## src/rtl/tone_sched_if.sv

```systemverilog
`default_nettype none
// +----------------------------------------------------------------------------+
// | Module   : tone_sched_if                                                   |
// | Purpose  : Bundles the requester handshake and the tone generator drive    |
// |            signals of tone_sched.                                          |
// |            master = requester/control side, slave = tone_sched.            |
// | Signals  : req, req_note, req_dur        requester -> scheduler            |
// |            grant, done, aborted          scheduler -> requester            |
// |            tone_en, tone_note            scheduler -> note generator       |
// |            busy, active_id               scheduler status                  |
// | Revision : 1.0  initial release                                            |
// +----------------------------------------------------------------------------+
interface tone_sched_if #(
  parameter int NUM_REQ = 3,
  parameter int NOTE_W  = 3,
  parameter int DUR_W   = 4
);
  localparam int ID_W = (NUM_REQ > 1) ? $clog2(NUM_REQ) : 1;

  logic [NUM_REQ-1:0]        req;
  logic [NUM_REQ*NOTE_W-1:0] req_note;
  logic [NUM_REQ*DUR_W-1:0]  req_dur;
  logic [NUM_REQ-1:0]        grant;
  logic [NUM_REQ-1:0]        done;
  logic                      aborted;
  logic                      tone_en;
  logic [NOTE_W-1:0]         tone_note;
  logic                      busy;
  logic [ID_W-1:0]           active_id;

  modport master (
    output req, req_note, req_dur,
    input  grant, done, aborted, tone_en, tone_note, busy, active_id
  );

  modport slave (
    input  req, req_note, req_dur,
    output grant, done, aborted, tone_en, tone_note, busy, active_id
  );
endinterface
`default_nettype wire

```

## src/rtl/tone_sched.sv

```systemverilog
`default_nettype none
// +----------------------------------------------------------------------------+
// | Module   : tone_sched                                                      |
// | Purpose  : Shares one square-wave note generator between NUM_REQ          |
// |            requesters. Fixed priority (index 0 highest), plays the        |
// |            winner's note for dur*TEMPO_DIV clocks, then a GAP_CLK silent   |
// |            gap, and reports completion per requester.                      |
// | Ports    : clk    clock                                                    |
// |            rst_l  asynchronous active-low reset                            |
// |            bus    tone_sched_if.slave (requests in; grant/done/aborted,    |
// |                   tone_en/tone_note, busy/active_id out; all registered)  |
// | Options  : PREEMPT_EN  when defined, a higher-priority request aborts the |
// |            note being played; otherwise aborted is tied to 0.              |
// | Revision : 1.0  initial release                                            |
// +----------------------------------------------------------------------------+
module tone_sched #(
  parameter int CLK_REF   = 50_000_000,
  parameter int NUM_REQ   = 3,
  parameter int NOTE_W    = 3,
  parameter int DUR_W     = 4,
  parameter int TEMPO_DIV = CLK_REF / 8,
  parameter int GAP_CLK   = CLK_REF / 100
) (
  input  wire logic   clk,
  input  wire logic   rst_l,
  tone_sched_if.slave bus
);
  localparam int ID_W    = (NUM_REQ > 1)   ? $clog2(NUM_REQ)   : 1;
  localparam int PRESC_W = (TEMPO_DIV > 1) ? $clog2(TEMPO_DIV) : 1;
  localparam int GAP_W   = (GAP_CLK > 1)   ? $clog2(GAP_CLK)   : 1;
  localparam logic [PRESC_W-1:0] PRESC_LAST = PRESC_W'(TEMPO_DIV - 1);
  localparam logic [GAP_W-1:0]   GAP_LAST   = GAP_W'(GAP_CLK - 1);

  typedef enum logic [1:0] {
    IDLE = 2'd0,
    PLAY = 2'd1,
    GAP  = 2'd2
  } state_t;

  state_t               state, state_n;
  logic [PRESC_W-1:0]   presc, presc_n;
  logic [DUR_W-1:0]     beat, beat_n, beat_inc;
  logic [DUR_W-1:0]     dur_q, dur_n;
  logic [GAP_W-1:0]     gap, gap_n;
  logic                 pend_done, pend_n;
  logic [NUM_REQ-1:0]   grant_q, grant_n, done_q, done_n;
  logic                 tone_en_q, tone_en_n;
  logic [NOTE_W-1:0]    note_q, note_n;
  logic                 busy_q, busy_n;
  logic [ID_W-1:0]      id_q, id_n;
  logic                 load;

  // Fixed-priority winner: scan downward so the lowest asserted index wins.
  logic                 have_req;
  logic [ID_W-1:0]      win;
  logic [NOTE_W-1:0]    win_note;
  logic [DUR_W-1:0]     win_dur;

  always_comb begin
    have_req = 1'b0;
    win      = '0;
    win_note = '0;
    win_dur  = '0;
    for (int i = NUM_REQ - 1; i >= 0; i--) begin
      if (bus.req[i]) begin
        have_req = 1'b1;
        win      = ID_W'(i);
        win_note = bus.req_note[i*NOTE_W +: NOTE_W];
        win_dur  = bus.req_dur[i*DUR_W +: DUR_W];
      end
    end
  end

  assign beat_inc = beat + DUR_W'(1);

`ifdef PREEMPT_EN
  logic aborted_q, aborted_n;
`endif

  always_comb begin
    state_n   = state;
    presc_n   = presc;
    beat_n    = beat;
    dur_n     = dur_q;
    gap_n     = gap;
    pend_n    = 1'b0;
    grant_n   = '0;
    done_n    = '0;
    tone_en_n = tone_en_q;
    note_n    = note_q;
    busy_n    = busy_q;
    id_n      = id_q;
    load      = 1'b0;
`ifdef PREEMPT_EN
    aborted_n = 1'b0;
`endif
    case (state)
      IDLE: begin
        busy_n    = 1'b0;
        tone_en_n = 1'b0;
        note_n    = '0;
        // Zero-duration grant reports completion one cycle after the grant.
        if (pend_done) done_n = NUM_REQ'(1) << id_q;
        if (have_req) load = 1'b1;
      end
      PLAY: begin
        if (presc == PRESC_LAST && beat_inc == dur_q) begin
          done_n    = NUM_REQ'(1) << id_q;
          tone_en_n = 1'b0;
          note_n    = '0;
          gap_n     = '0;
          state_n   = GAP;
        end
`ifdef PREEMPT_EN
        else if (have_req && win < id_q) begin
          done_n    = NUM_REQ'(1) << id_q;
          aborted_n = 1'b1;
          load      = 1'b1;
        end
`endif
        else if (presc == PRESC_LAST) begin
          presc_n = '0;
          beat_n  = beat_inc;
        end else begin
          presc_n = presc + PRESC_W'(1);
        end
      end
      GAP: begin
        if (gap == GAP_LAST) begin
          if (have_req) begin
            load = 1'b1;
          end else begin
            state_n = IDLE;
            busy_n  = 1'b0;
          end
        end else begin
          gap_n = gap + GAP_W'(1);
        end
      end
      default: state_n = IDLE;
    endcase

    // Arbitration edge: latch the winner's note/duration and restart counters.
    if (load) begin
      grant_n = NUM_REQ'(1) << win;
      id_n    = win;
      busy_n  = 1'b1;
      dur_n   = win_dur;
      presc_n = '0;
      beat_n  = '0;
      gap_n   = '0;
      if (win_dur != '0) begin
        state_n   = PLAY;
        tone_en_n = (win_note != '0);
        note_n    = win_note;
      end else begin
        state_n   = IDLE;
        pend_n    = 1'b1;
        tone_en_n = 1'b0;
        note_n    = '0;
      end
    end
  end

  always_ff @(posedge clk or negedge rst_l) begin
    if (!rst_l) begin
      state     <= IDLE;
      presc     <= '0;
      beat      <= '0;
      dur_q     <= '0;
      gap       <= '0;
      pend_done <= 1'b0;
      grant_q   <= '0;
      done_q    <= '0;
      tone_en_q <= 1'b0;
      note_q    <= '0;
      busy_q    <= 1'b0;
      id_q      <= '0;
    end else begin
      state     <= state_n;
      presc     <= presc_n;
      beat      <= beat_n;
      dur_q     <= dur_n;
      gap       <= gap_n;
      pend_done <= pend_n;
      grant_q   <= grant_n;
      done_q    <= done_n;
      tone_en_q <= tone_en_n;
      note_q    <= note_n;
      busy_q    <= busy_n;
      id_q      <= id_n;
    end
  end

`ifdef PREEMPT_EN
  always_ff @(posedge clk or negedge rst_l) begin
    if (!rst_l) aborted_q <= 1'b0;
    else        aborted_q <= aborted_n;
  end
  assign bus.aborted = aborted_q;
`else
  assign bus.aborted = 1'b0;
`endif

  assign bus.grant     = grant_q;
  assign bus.done      = done_q;
  assign bus.tone_en   = tone_en_q;
  assign bus.tone_note = note_q;
  assign bus.busy      = busy_q;
  assign bus.active_id = id_q;
endmodule
`default_nettype wire

```

## src/flat_wrapper.sv

```systemverilog
// flat-port wrapper written by rule: the top's interface ports become plain ports
module tone_sched_flat 
#(
  parameter int CLK_REF   = 50_000_000,
  parameter int NUM_REQ   = 3,
  parameter int NOTE_W    = 3,
  parameter int DUR_W     = 4,
  parameter int TEMPO_DIV = CLK_REF / 8,
  parameter int GAP_CLK   = CLK_REF / 100
)
  (clk, rst_l, bus_req, bus_req_note, bus_req_dur, bus_grant, bus_done, bus_aborted, bus_tone_en, bus_tone_note, bus_busy, bus_active_id);
  tone_sched_if #(.NUM_REQ(NUM_REQ), .NOTE_W(NOTE_W), .DUR_W(DUR_W)) bus_i ();
  input  wire logic clk;
  input  wire logic rst_l;
  input wire logic [$bits(bus_i.req)-1:0] bus_req;
  input wire logic [$bits(bus_i.req_note)-1:0] bus_req_note;
  input wire logic [$bits(bus_i.req_dur)-1:0] bus_req_dur;
  output wire logic [$bits(bus_i.grant)-1:0] bus_grant;
  output wire logic [$bits(bus_i.done)-1:0] bus_done;
  output wire logic [$bits(bus_i.aborted)-1:0] bus_aborted;
  output wire logic [$bits(bus_i.tone_en)-1:0] bus_tone_en;
  output wire logic [$bits(bus_i.tone_note)-1:0] bus_tone_note;
  output wire logic [$bits(bus_i.busy)-1:0] bus_busy;
  output wire logic [$bits(bus_i.active_id)-1:0] bus_active_id;
  assign bus_i.req = bus_req;
  assign bus_i.req_note = bus_req_note;
  assign bus_i.req_dur = bus_req_dur;
  assign bus_grant = bus_i.grant;
  assign bus_done = bus_i.done;
  assign bus_aborted = bus_i.aborted;
  assign bus_tone_en = bus_i.tone_en;
  assign bus_tone_note = bus_i.tone_note;
  assign bus_busy = bus_i.busy;
  assign bus_active_id = bus_i.active_id;
  tone_sched #(.CLK_REF(CLK_REF), .NUM_REQ(NUM_REQ), .NOTE_W(NOTE_W), .DUR_W(DUR_W), .TEMPO_DIV(TEMPO_DIV), .GAP_CLK(GAP_CLK)) u_core (.clk(clk), .rst_l(rst_l), .bus(bus_i));
endmodule
```

## config.mk

```make
export PLATFORM = sky130hd
export DESIGN_NAME = tone_sched_flat
export DESIGN_NICKNAME = d
export VERILOG_FILES = /design/src/rtl/tone_sched_if.sv /design/src/rtl/tone_sched.sv /design/src/flat_wrapper.sv
export SDC_FILE = /design/constraint.sdc
export NUM_CORES = 1
export LEC_CHECK = 0
export ABC_AREA = 1
export BUFFER_PORTS_ARGS = -buffer_cell sky130_fd_sc_hd__buf_2
export CORE_MARGIN = 5
export CORE_UTILIZATION = 55
export CTS_CLUSTER_SIZE = 40
export DETAILED_ROUTE_END_ITERATION = 16
export PLACE_DENSITY = 0.75
export SYNTH_ARGS = -nofsm -noshare
export SYNTH_HDL_FRONTEND = slang
export SYNTH_SLANG_ARGS = --single-unit
```

## constraint.sdc

```tcl
create_clock -name clk -period 5.3 [get_ports clk]
set_input_delay 0.265 -clock clk [delete_from_list [all_inputs] [get_ports clk]]
set_output_delay 0.265 -clock clk [all_outputs]
set_load 0.02 [all_outputs]
```

==> impl_metrics.yaml, run 1 <==
power_and_ir_drop:
  p_total_mw: 1.79
  seq_power_share: 0.369
  powerDensity_nw_per_um2: 378
  ir_drop_uv: 371
  power_switching_mw: 0.794
  clkPwrFrac: 0.227
  switching_share: 0.445
  p_leak_nw: 2.17
  p_int_mw: 0.992
  combPwrFrac: 0.404
worst_hold_path:
  holdCritPathClass: "in2async"
setup_path:
  crit_top_cell: "nand2_1"
  required_ns: 5.54
  critPathCaptureType: "flip-flop"
  worst-path-max-fanout: 14
  crit_chain: "ha_1 -> nand3_4 -> nor3_1 -> nand4_1 -> nand2_1 -> nand3_1 -> nand2_1 -> nand2_1"
  critPathSlowestCell: "nand4_1"
  cp.buffers_inverters: 0
  cp-start-kind: "flip-flop"
  crit_family: "simple AND/OR/NAND/NOR gates"
  crit_type: "reg2reg"
  cp.arrival_ns: 2.80
  slowest_delay_ns: 0.60
clock_tree:
  root_buffer: "clkbuf_8"
  clockBufferDepth: 2
  holdBufCountCts: 0
  cts_made_buffers: 9
  post_cts_resized: 0
  postCtsSetupBuffers: 0
  cts_tree: "done"
  clk_pin_slew_ns: 0.07
  cts-htree-levels: 3
  cts_num_sinks: 66
  insertion_delay_ns: 0.35
timing:
  relSlewSlack: 0.452
  max_freq_ghz: 0.392
  setup_violations: 0
  fin_crit_ns: 2.55
  setup_tns_ns: 0
  fin_crit_sh: 0.481
  slew_viol_final: 0
  final-hold-violation-count: 0
  worst_slew_pin_slew_ns: 0.822
  rsz0062_at_grt: "false"
  skew_ns: 0.00698
  whs_ns: 0.0904
  layout_setup_ws_ns: 2.75
global_routing:
  grt_max_degree: 67
  grt_pass1_wl_mm: 16.8
  grt_pass1_vias: 3732
  grt_antenna_before_repair: 0
  track_usage: 0.207
  grt_remaining_overflow: 0
routing:
  wire_per_inst_um: 12.8
  wl_met3_um: 392
  finalWirelength_mm: 9.66
  drtIter0Drc: 286
  top_layer_used: "met4"
  post_drt_via_cell_ratio: 5.23
  met1_length_mm: 4.48
  firstDrtPassIters: 7
  drc_errors: 0
  vias: 3961
  route.met2.wl_mm: 4.61
  detail-route-antenna-nets: 0
placement:
  port_buffers: 38
  dp_hpwl_mm: 6.98
  placement.cell_area_um2: 4550
  dp_cells: 741
  dpl_worst_slack_ns: 2.79
  gp_congestion: 0.954
synth:
  synth_commonest_cells: "204 x nand2_1, 70 x nor2_1, 66 x dfrtp_1, 61 x inv_1, 56 x nand3_1"
  yosys_most_used_dff: "dfrtp_1"
  avgSynthCellArea_um2: 7.09
  synth_area_leaders: "dfrtp_1 38%, nand2_1 17%, nand3_1 6.4%"
  async_flop_share: 1.00
  synth_nets: 650
  synth_seq_cells: 66
  yosys_warnings: 0
  ys_seq_area_frac: 0.377
  synth_edf_count: 0
  syn_area_um2: 4380
  syn_inst: 618
  yosysUniqueCellTypes: 35
  synth_top_area_share: 0.377
  post-synth-top-count-cell: "nand2_1"
  yosysTopAreaCell: "dfrtp_1"
floorplan:
  floorplan.initialDensity: 0.567
  num_io_pins: 40
  fp-row-count: 32
  die_w_um: 99.2
  die_y_um: 99.2
  core_um2: 7730
  dieArea_um2: 9850
finish:
  fin_cells: 757
  antenna_cells: 0
  n_fill_cell: 711
  layout.nets: 682
  areaGrowthSynthToFinish_pct: 7.94
  multi_input_area_um2: 2340
  fin_area_um2: 4730
  layout-drive-gt1-share: 0.124
  seq_area_um2: 1650
  final_util: 0.612
run_status:
  outcome: "finished, final reports clean"
job:
  maxCapViolations: 0
-- layout by cell type (no fill, tap or decap), types with 2 or more instances in the layout --
cell type / instances
o21ai_0: 17
or2_0: 2
a21oi_1: 5
buf_2: 38
clkbuf_8: 9
o21ai_1: 9
clkbuf_1: 4
nand3_1: 56
inv_1: 61
xor2_1: 27
nand3b_1: 3
ha_1: 6
dfrtp_1: 66
nor3_1: 21
nor2_2: 3
nand2_4: 3
clkinv_2: 2
nand2_2: 2
nand4_1: 17
o21ai_2: 17
nand2_1: 204
nor2_1: 70
-- logic make-up (layout without fill, tap and decap cells) --
logic type	after synthesis	after routing	share of synthesized area
compound gates	51	51	0.0746
xor+xnor	28	28	0.0560
buf+inv	79	116	0.0880
fa+ha+maj	6	6	0.0171
other cells	1	1	0.000856
simple gates	387	387	0.386
flops	66	66	0.377
-- final cells by class --
type,instances,share of cell area
clock buffers,13,0.0294
clock inverters,3,0.00847
inverters,61,0.0484
multi-input cells,473,0.496
flip-flops and latches,66,0.349
well taps,102,0.0270
repair buffers,39,0.0418
-- sequential cells by signal (all words and copies together) (netlist names) --
signal                cells
u_core.presc             23
u_core.state              2
u_core.bus.tone_note      3
u_core.bus.busy           1
u_core.bus.grant          3
u_core.bus.active_id      2
u_core.bus.tone_en        1
u_core.dur_q              4
u_core.gap               19
u_core.bus.done           3
u_core.beat               4
u_core.pend_done          1
-- power groups by stage --
stage	Clock, mW	Combinational, mW	Sequential [mW]
after global placement	0	0.710	0.664
after floorplan	0	0.645	0.679
after detailed placement	0	0.725	0.666
after global routing	0.439	0.810	0.678
after CTS	0.417	0.725	0.659
final	0.406	0.722	0.659
-- per-layer routing --
metal,up-vias,global-route usage
met5,-,0
met4,0,0.0756
met3,17,0.0470
met2,94,0.336
met1,1825,0.271
li1,2025,-
-- final timing paths --
check | startpoint | endpoint | slack, ns | depth (start not counted)
min reg2reg | u_core.bus.active_id[0]$_DFFE_PN0N_ | u_core.bus.done[0]$_DFF_PN0_ | 0.46 | 1
max reg2reg | u_core.presc[0]$_DFFE_PN0P_ | u_core.beat[2]$_DFFE_PN0P_ | 2.75 | 8
min | rst_l | u_core.presc[15]$_DFFE_PN0P_ | 0.09 | 2
min in group clk | bus_req_dur[8] | u_core.dur_q[0]$_DFFE_PN0N_ | 0.24 | 3
max in group asynchronous | rst_l | u_core.bus.done[2]$_DFF_PN0_ | 4.67 | 2
max | u_core.presc[0]$_DFFE_PN0P_ | u_core.beat[2]$_DFFE_PN0P_ | 2.75 | 8
(Power assumes the default switching activity.)
==> run 2, diff against run 1 <==
--- a/config.mk
+++ b/config.mk
@@ -8,10 +8,10 @@
 export ABC_AREA = 1
 export BUFFER_PORTS_ARGS = -buffer_cell sky130_fd_sc_hd__buf_2
 export CORE_MARGIN = 5
-export CORE_UTILIZATION = 55
+export CORE_UTILIZATION = 54
 export CTS_CLUSTER_SIZE = 40
 export DETAILED_ROUTE_END_ITERATION = 16
-export PLACE_DENSITY = 0.75
+export PLACE_DENSITY = 0.76
 export SYNTH_ARGS = -nofsm -noshare
 export SYNTH_HDL_FRONTEND = slang
 export SYNTH_SLANG_ARGS = --single-unit
==> constraint.sdc (replaced) <==
create_clock -name clk -period 2.1 [get_ports clk]
set_input_delay 0.105 -clock clk [delete_from_list [all_inputs] [get_ports clk]]
set_output_delay 0.105 -clock clk [all_outputs]
set_load 0.02 [all_outputs]
==> run 2 against run 1 <==
Compared with the run above:
- worst setup slack worse by 2.6 ns
- clock skew up 0.0034 ns
- final area rose by 3.3%
- combinational power increased to 3.0 times the previous value
- non-clock buffer count is 12 higher
- cell count increased by 1.8%
- first-iteration DRC count fell by 21%
- sequential power grew to 2.5 times the previous value
==> impl_metrics.yaml, run 2 (synthesized netlist as in run 1, its figures left out) <==
finish:
  fin_cells: 771
  final_cell_mix: "203 x nand2_1, 69 x nor2_1, 64 x dfrtp_1"
  layout-drive-gt1-share: 0.148
  antenna_cells: 0
  layout.nets: 696
  largest_reg_flops: 23
  largest_registers: "u_core.presc: 23 flops, u_core.gap: 19 flops"
  areaGrowthSynthToFinish_pct: 11.5
  layout_commonest_cell: "nand2_1"
  final_util: 0.625
  top_register: "u_core.presc"
timing:
  worst_slew_pin_slew_ns: 0.710
  fin_crit_sh: 0.921
  rsz0062_at_grt: "false"
  setup_tns_ns: 0
  slew_viol_final: 0
  fin_crit_ns: 1.93
  final-hold-violation-count: 0
  max_freq_ghz: 0.517
  skew_ns: 0.0104
  relSlewSlack: 0.527
  layout_setup_ws_ns: 0.166
  setup_violations: 0
placement:
  dp_hpwl_mm: 7.50
  dp_cells: 752
  port_buffers: 38
  dpl_worst_slack_ns: 0.0988
  gp_congestion: 0.922
routing:
  drc_errors: 0
  firstDrtPassIters: 7
  vias: 4017
  detail-route-antenna-nets: 0
  post_drt_via_cell_ratio: 5.21
  wire_per_inst_um: 13.5
  drtIter0Drc: 227
  finalWirelength_mm: 10.4
worst_hold_path:
  min_path_cells: 3
  holdCritPathClass: "in2reg"
global_routing:
  grt_antenna_before_repair: 0
  grt_pass1_vias: 3849
  grt_pass1_wl_mm: 17.6
  track_usage: 0.215
  grt_max_degree: 43
  grt_remaining_overflow: 0
setup_path:
  required_ns: 2.34
  critPathCaptureType: "flip-flop"
  worstRegToRegCells: 11
  worst-path-max-fanout: 7
  crit_top_cell: "nand2_1"
  cp.arrival_ns: 2.17
  crit_chain: "ha_1 -> xnor2_1 -> nand2_1 -> nor2_2 -> nand3_2 -> nand2_1 -> nand2_2 -> nand2_4 -> inv_1 -> nand2_1 -> nand2_1"
  slowest_delay_ns: 0.44
  critPathSlowestCell: "dfrtp_2"
  crit_type: "reg2reg"
  cp-start-kind: "flip-flop"
floorplan:
  die_y_um: 100
  floorplan.initialDensity: 0.561
  num_io_pins: 40
  fp-row-count: 32
  core_um2: 7810
  die_w_um: 100
  dieArea_um2: 10000
clock_tree:
  cts_num_sinks: 66
  cts_made_buffers: 9
  insertion_delay_ns: 0.36
  cts_tree: "done"
  cts-htree-levels: 3
  root_buffer: "clkbuf_8"
  clk_pin_slew_ns: 0.07
  postCtsSetupBuffers: 0
  clockBufferDepth: 2
power_and_ir_drop:
  powerDensity_nw_per_um2: 991
  p_leak_nw: 2.25
  p_total_mw: 4.84
  ir_drop_uv: 789
job:
  maxCapViolations: 0
run_status:
  outcome: "finished, final reports clean"
[run 2: final cells by class]
class,count,area [um2]
repair buffers,51,315
well taps,102,128
clock buffers,13,139
flip-flops and latches,66,1650
fillers,747,2920
clock inverters,3,40.0
multi-input cells,475,2380
inverters,61,229
[run 2: where the power goes]
| group | leakage [nW] | total [mW] | internal (mW) | switching, mW |
|---|---|---|---|---|
| clock network | 0.0914 | 1.03 | 0.546 | 0.481 |
| registers | 0.895 | 1.68 | 1.48 | 0.201 |
| logic | 1.26 | 2.14 | 0.652 | 1.48 |
[run 2: through the flow]
step	area, um2	hold WS, ns
after floorplan	4380	-0.191
after global placement	4660	0.202
after detailed placement	4660	0.213
after CTS	4840	0.0818
after global routing	4880	0.0860
final	4880	0.0827
[run 2: worst paths after layout]
kind	from	end	slack, ns
worst max-delay path	u_core.beat[0]$_DFFE_PN0P_	u_core.gap[11]$_DFFE_PN0P_	0.17
worst min-delay path	bus_req_dur[9]	u_core.dur_q[1]$_DFFE_PN0N_	0.08
worst max register to register	u_core.beat[0]$_DFFE_PN0P_	u_core.gap[11]$_DFFE_PN0P_	0.17
max in group asynchronous	rst_l	u_core.bus.active_id[0]$_DFFE_PN0N_	1.12
worst min register to register	u_core.bus.active_id[0]$_DFFE_PN0N_	u_core.bus.done[0]$_DFF_PN0_	0.47
min in group asynchronous	rst_l	u_core.presc[16]$_DFFE_PN0P_	0.33
[run 2: per-layer routing]
layer / global-route usage / part of all wire
met3: 0.0334 / 0.051
met2: 0.360 / 0.48
met1: 0.283 / 0.45
met4: 0.0798 / 0.019
met5: 0 / 0
[run 2: repair_timing]
action,CTS,global route
hold endpoints to repair,29,0
hold buffers,1,0
endpoints found under the setup margin,0,39
gates resized for setup,0,6
[run 2: critical path: cells and delay by family (launching register included)]
kind	cells	cell delay [ns]
AND/OR/NAND/NOR	8	0.78
XOR/XNOR	1	0.14
adder cells (fa/ha/maj)	1	0.33
flip-flops	1	0.44
buffers and inverters	1	0.12
==> run 3, diff against run 2 <==
--- a/config.mk
+++ b/config.mk
@@ -11,6 +11,7 @@
 export CORE_UTILIZATION = 54
 export CTS_CLUSTER_SIZE = 40
 export DETAILED_ROUTE_END_ITERATION = 16
+export MAX_ROUTING_LAYER = met4
 export PLACE_DENSITY = 0.76
 export SYNTH_ARGS = -nofsm -noshare
 export SYNTH_HDL_FRONTEND = slang
==> run 3 against run 2 <==
Compared with the run above:
- first-iteration DRC count down 21%
- clock power grew 6%
- critical path depth fell by 1
- global-route usage is 0.14 points higher
- non-clock buffer count is 5 higher
- cell count grew 0.52%
- die area unchanged
- worst setup slack gained 0.0072 ns
- power rose by 0.84%
- sequential power hardly changed
- sequential cell count unchanged
- register-to-register slack is essentially flat
- critical path type unchanged
==> impl_metrics.yaml, run 3 (synthesized netlist as in run 1, its figures left out) <==
timing:
  setup_tns_ns: 0
  relSlewSlack: 0.625
  fin_crit_ns: 1.93
  max_freq_ghz: 0.519
  fin_crit_sh: 0.918
  worst_slew_pin_slew_ns: 0.562
  final-hold-violation-count: 0
  setup_violations: 0
  slew_viol_final: 0
  skew_ns: 0.00320
  layout_setup_ws_ns: 0.173
  rsz0062_at_grt: "false"
finish:
  antenna_cells: 0
  largest_registers: "u_core.presc: 23 flops, u_core.gap: 19 flops"
  seq_area_um2: 1650
  final_cell_mix: "204 x nand2_1, 70 x nor2_1, 66 x dfrtp_1"
  layout.nets: 700
  layout-drive-gt1-share: 0.149
  largest_reg_flops: 23
  top_register: "u_core.presc"
  layout_commonest_cell: "nand2_1"
  fin_area_um2: 4930
  n_fill_cell: 721
  areaGrowthSynthToFinish_pct: 12.6
  multi_input_area_um2: 2370
  final_util: 0.632
power_and_ir_drop:
  powerDensity_nw_per_um2: 990
  p_leak_nw: 2.28
  switching_share: 0.435
  ir_drop_uv: 895
  power_switching_mw: 2.12
  seq_power_share: 0.340
  p_int_mw: 2.76
  clkPwrFrac: 0.223
  combPwrFrac: 0.437
  p_total_mw: 4.88
setup_path:
  cp.arrival_ns: 2.21
  slowest_delay_ns: 0.44
  worstRegToRegCells: 10
  critPathSlowestCell: "dfrtp_1"
  rrSetupSlack_ns: 0.17
  crit_top_cell: "nand2_1"
  critPathCaptureType: "flip-flop"
  required_ns: 2.38
  cp.buffers_inverters: 0
  crit_chain: "ha_1 -> xnor2_1 -> nand2_1 -> nor2_1 -> nand3_2 -> nand2_2 -> nand2_8 -> nand2_8 -> nand2_1 -> nand2_1"
  crit_type: "reg2reg"
  worstReg2RegStart: "u_core.beat[0]$_DFFE_PN0P_"
  r2r-end: "u_core.presc[3]$_DFFE_PN0P_"
  cp-start-kind: "flip-flop"
  crit_family: "simple AND/OR/NAND/NOR gates"
  worst-path-max-fanout: 21
job:
  maxCapViolations: 0
routing:
  vias: 4011
  firstDrtPassIters: 5
  drc_errors: 0
  drtIter0Drc: 179
  finalWirelength_mm: 10.2
  wire_per_inst_um: 13.1
  detail-route-antenna-nets: 0
  post_drt_via_cell_ratio: 5.18
clock_tree:
  cts_made_buffers: 9
  root_buffer: "clkbuf_8"
  clockBufferDepth: 2
  cts_tree: "done"
  cts-htree-levels: 3
  insertion_delay_ns: 0.34
  cts_num_sinks: 66
  clk_pin_slew_ns: 0.07
floorplan:
  die_w_um: 100
  die_y_um: 100
  floorplan.initialDensity: 0.561
  num_io_pins: 40
  fp-row-count: 32
  dieArea_um2: 10000
  core_um2: 7810
worst_hold_path:
  holdCritPathClass: "in2reg"
  hp-start: "bus_req_note[2]"
  min_to: "u_core.bus.tone_note[2]$_DFFE_PN0P_"
  min_path_cells: 4
global_routing:
  track_usage: 0.217
  grt_max_degree: 45
  grt_remaining_overflow: 0
  grt_pass1_vias: 3925
  grt_antenna_before_repair: 0
  grt_pass1_wl_mm: 17.4
placement:
  placement.cell_area_um2: 4680
  dp_hpwl_mm: 7.40
  dpl_worst_slack_ns: 0.140
  port_buffers: 38
  gp_congestion: 0.961
run_status:
  outcome: "finished, final reports clean"
==> run 3: layer usage <==
metal  share of wire  global-route usage  vias to the layer above
met5               0                   -                        -
met4           0.012              0.0725                        0
met3           0.052              0.0431                       11
met2            0.48               0.347                      108
met1            0.46               0.277                     1826
li1                -                   -                     2066
==> run 3: worst max-delay path by stage <==
stage,slack [ns],cells after the start,to,startpoint
after floorplan,0.34,12,u_core.presc[14]$_DFFE_PN0P_,u_core.presc[0]$_DFFE_PN0P_
after global placement,0.20,10,u_core.presc[8]$_DFFE_PN0P_,u_core.beat[0]$_DFFE_PN0P_
after detailed placement,0.14,10,u_core.presc[7]$_DFFE_PN0P_,u_core.beat[0]$_DFFE_PN0P_
after CTS,0.12,10,u_core.presc[6]$_DFFE_PN0P_,u_core.beat[0]$_DFFE_PN0P_
after global routing,0.02,11,u_core.gap[18]$_DFFE_PN0P_,u_core.beat[0]$_DFFE_PN0P_
final,0.17,10,u_core.presc[3]$_DFFE_PN0P_,u_core.beat[0]$_DFFE_PN0P_
==> run 3: power groups by stage <==
| stage | Clock, mW | Sequential [mW] | Combinational, mW |
|---|---|---|---|
| CTS | 1.12 | 1.66 | 2.04 |
| global placement | 0 | 1.67 | 1.99 |
| detailed placement | 0 | 1.68 | 2.03 |
| floorplan | 0 | 1.71 | 1.63 |
| finish | 1.09 | 1.66 | 2.14 |
| global route | 1.18 | 1.69 | 2.38 |
==> run 3: what timing repair did <==
action	in CTS	in global routing
hold buffers	1	0
resized for setup	0	3
buffers inserted	0	2
hold endpoints to repair	22	0
endpoints found under the setup margin	0	23
==> run 3: worst min-delay path: cells and delay by family <==
family                 cells  cell delay (ns)
AND/OR/NAND/NOR            3             0.22
buffers and inverters      1             0.07
==> run 3: final cells by class <==
cell class | instances | share of cell area
Sequential cell | 66 | 0.335
Inverter | 61 | 0.0464
Timing Repair Buffer | 56 | 0.0715
Multi-Input combinational cell | 474 | 0.481
Clock inverter | 2 | 0.00710
Clock buffer | 14 | 0.0330
Tap cell | 102 | 0.0259
==> run 3: stage by stage <==
stage | cells | hold WS, ns
finish | 775 | 0.0848
global placement | 755 | 0.121
detailed placement | 755 | 0.127
floorplan | 618 | -0.191
global route | 775 | 0.0931
CTS | 772 | 0.0760
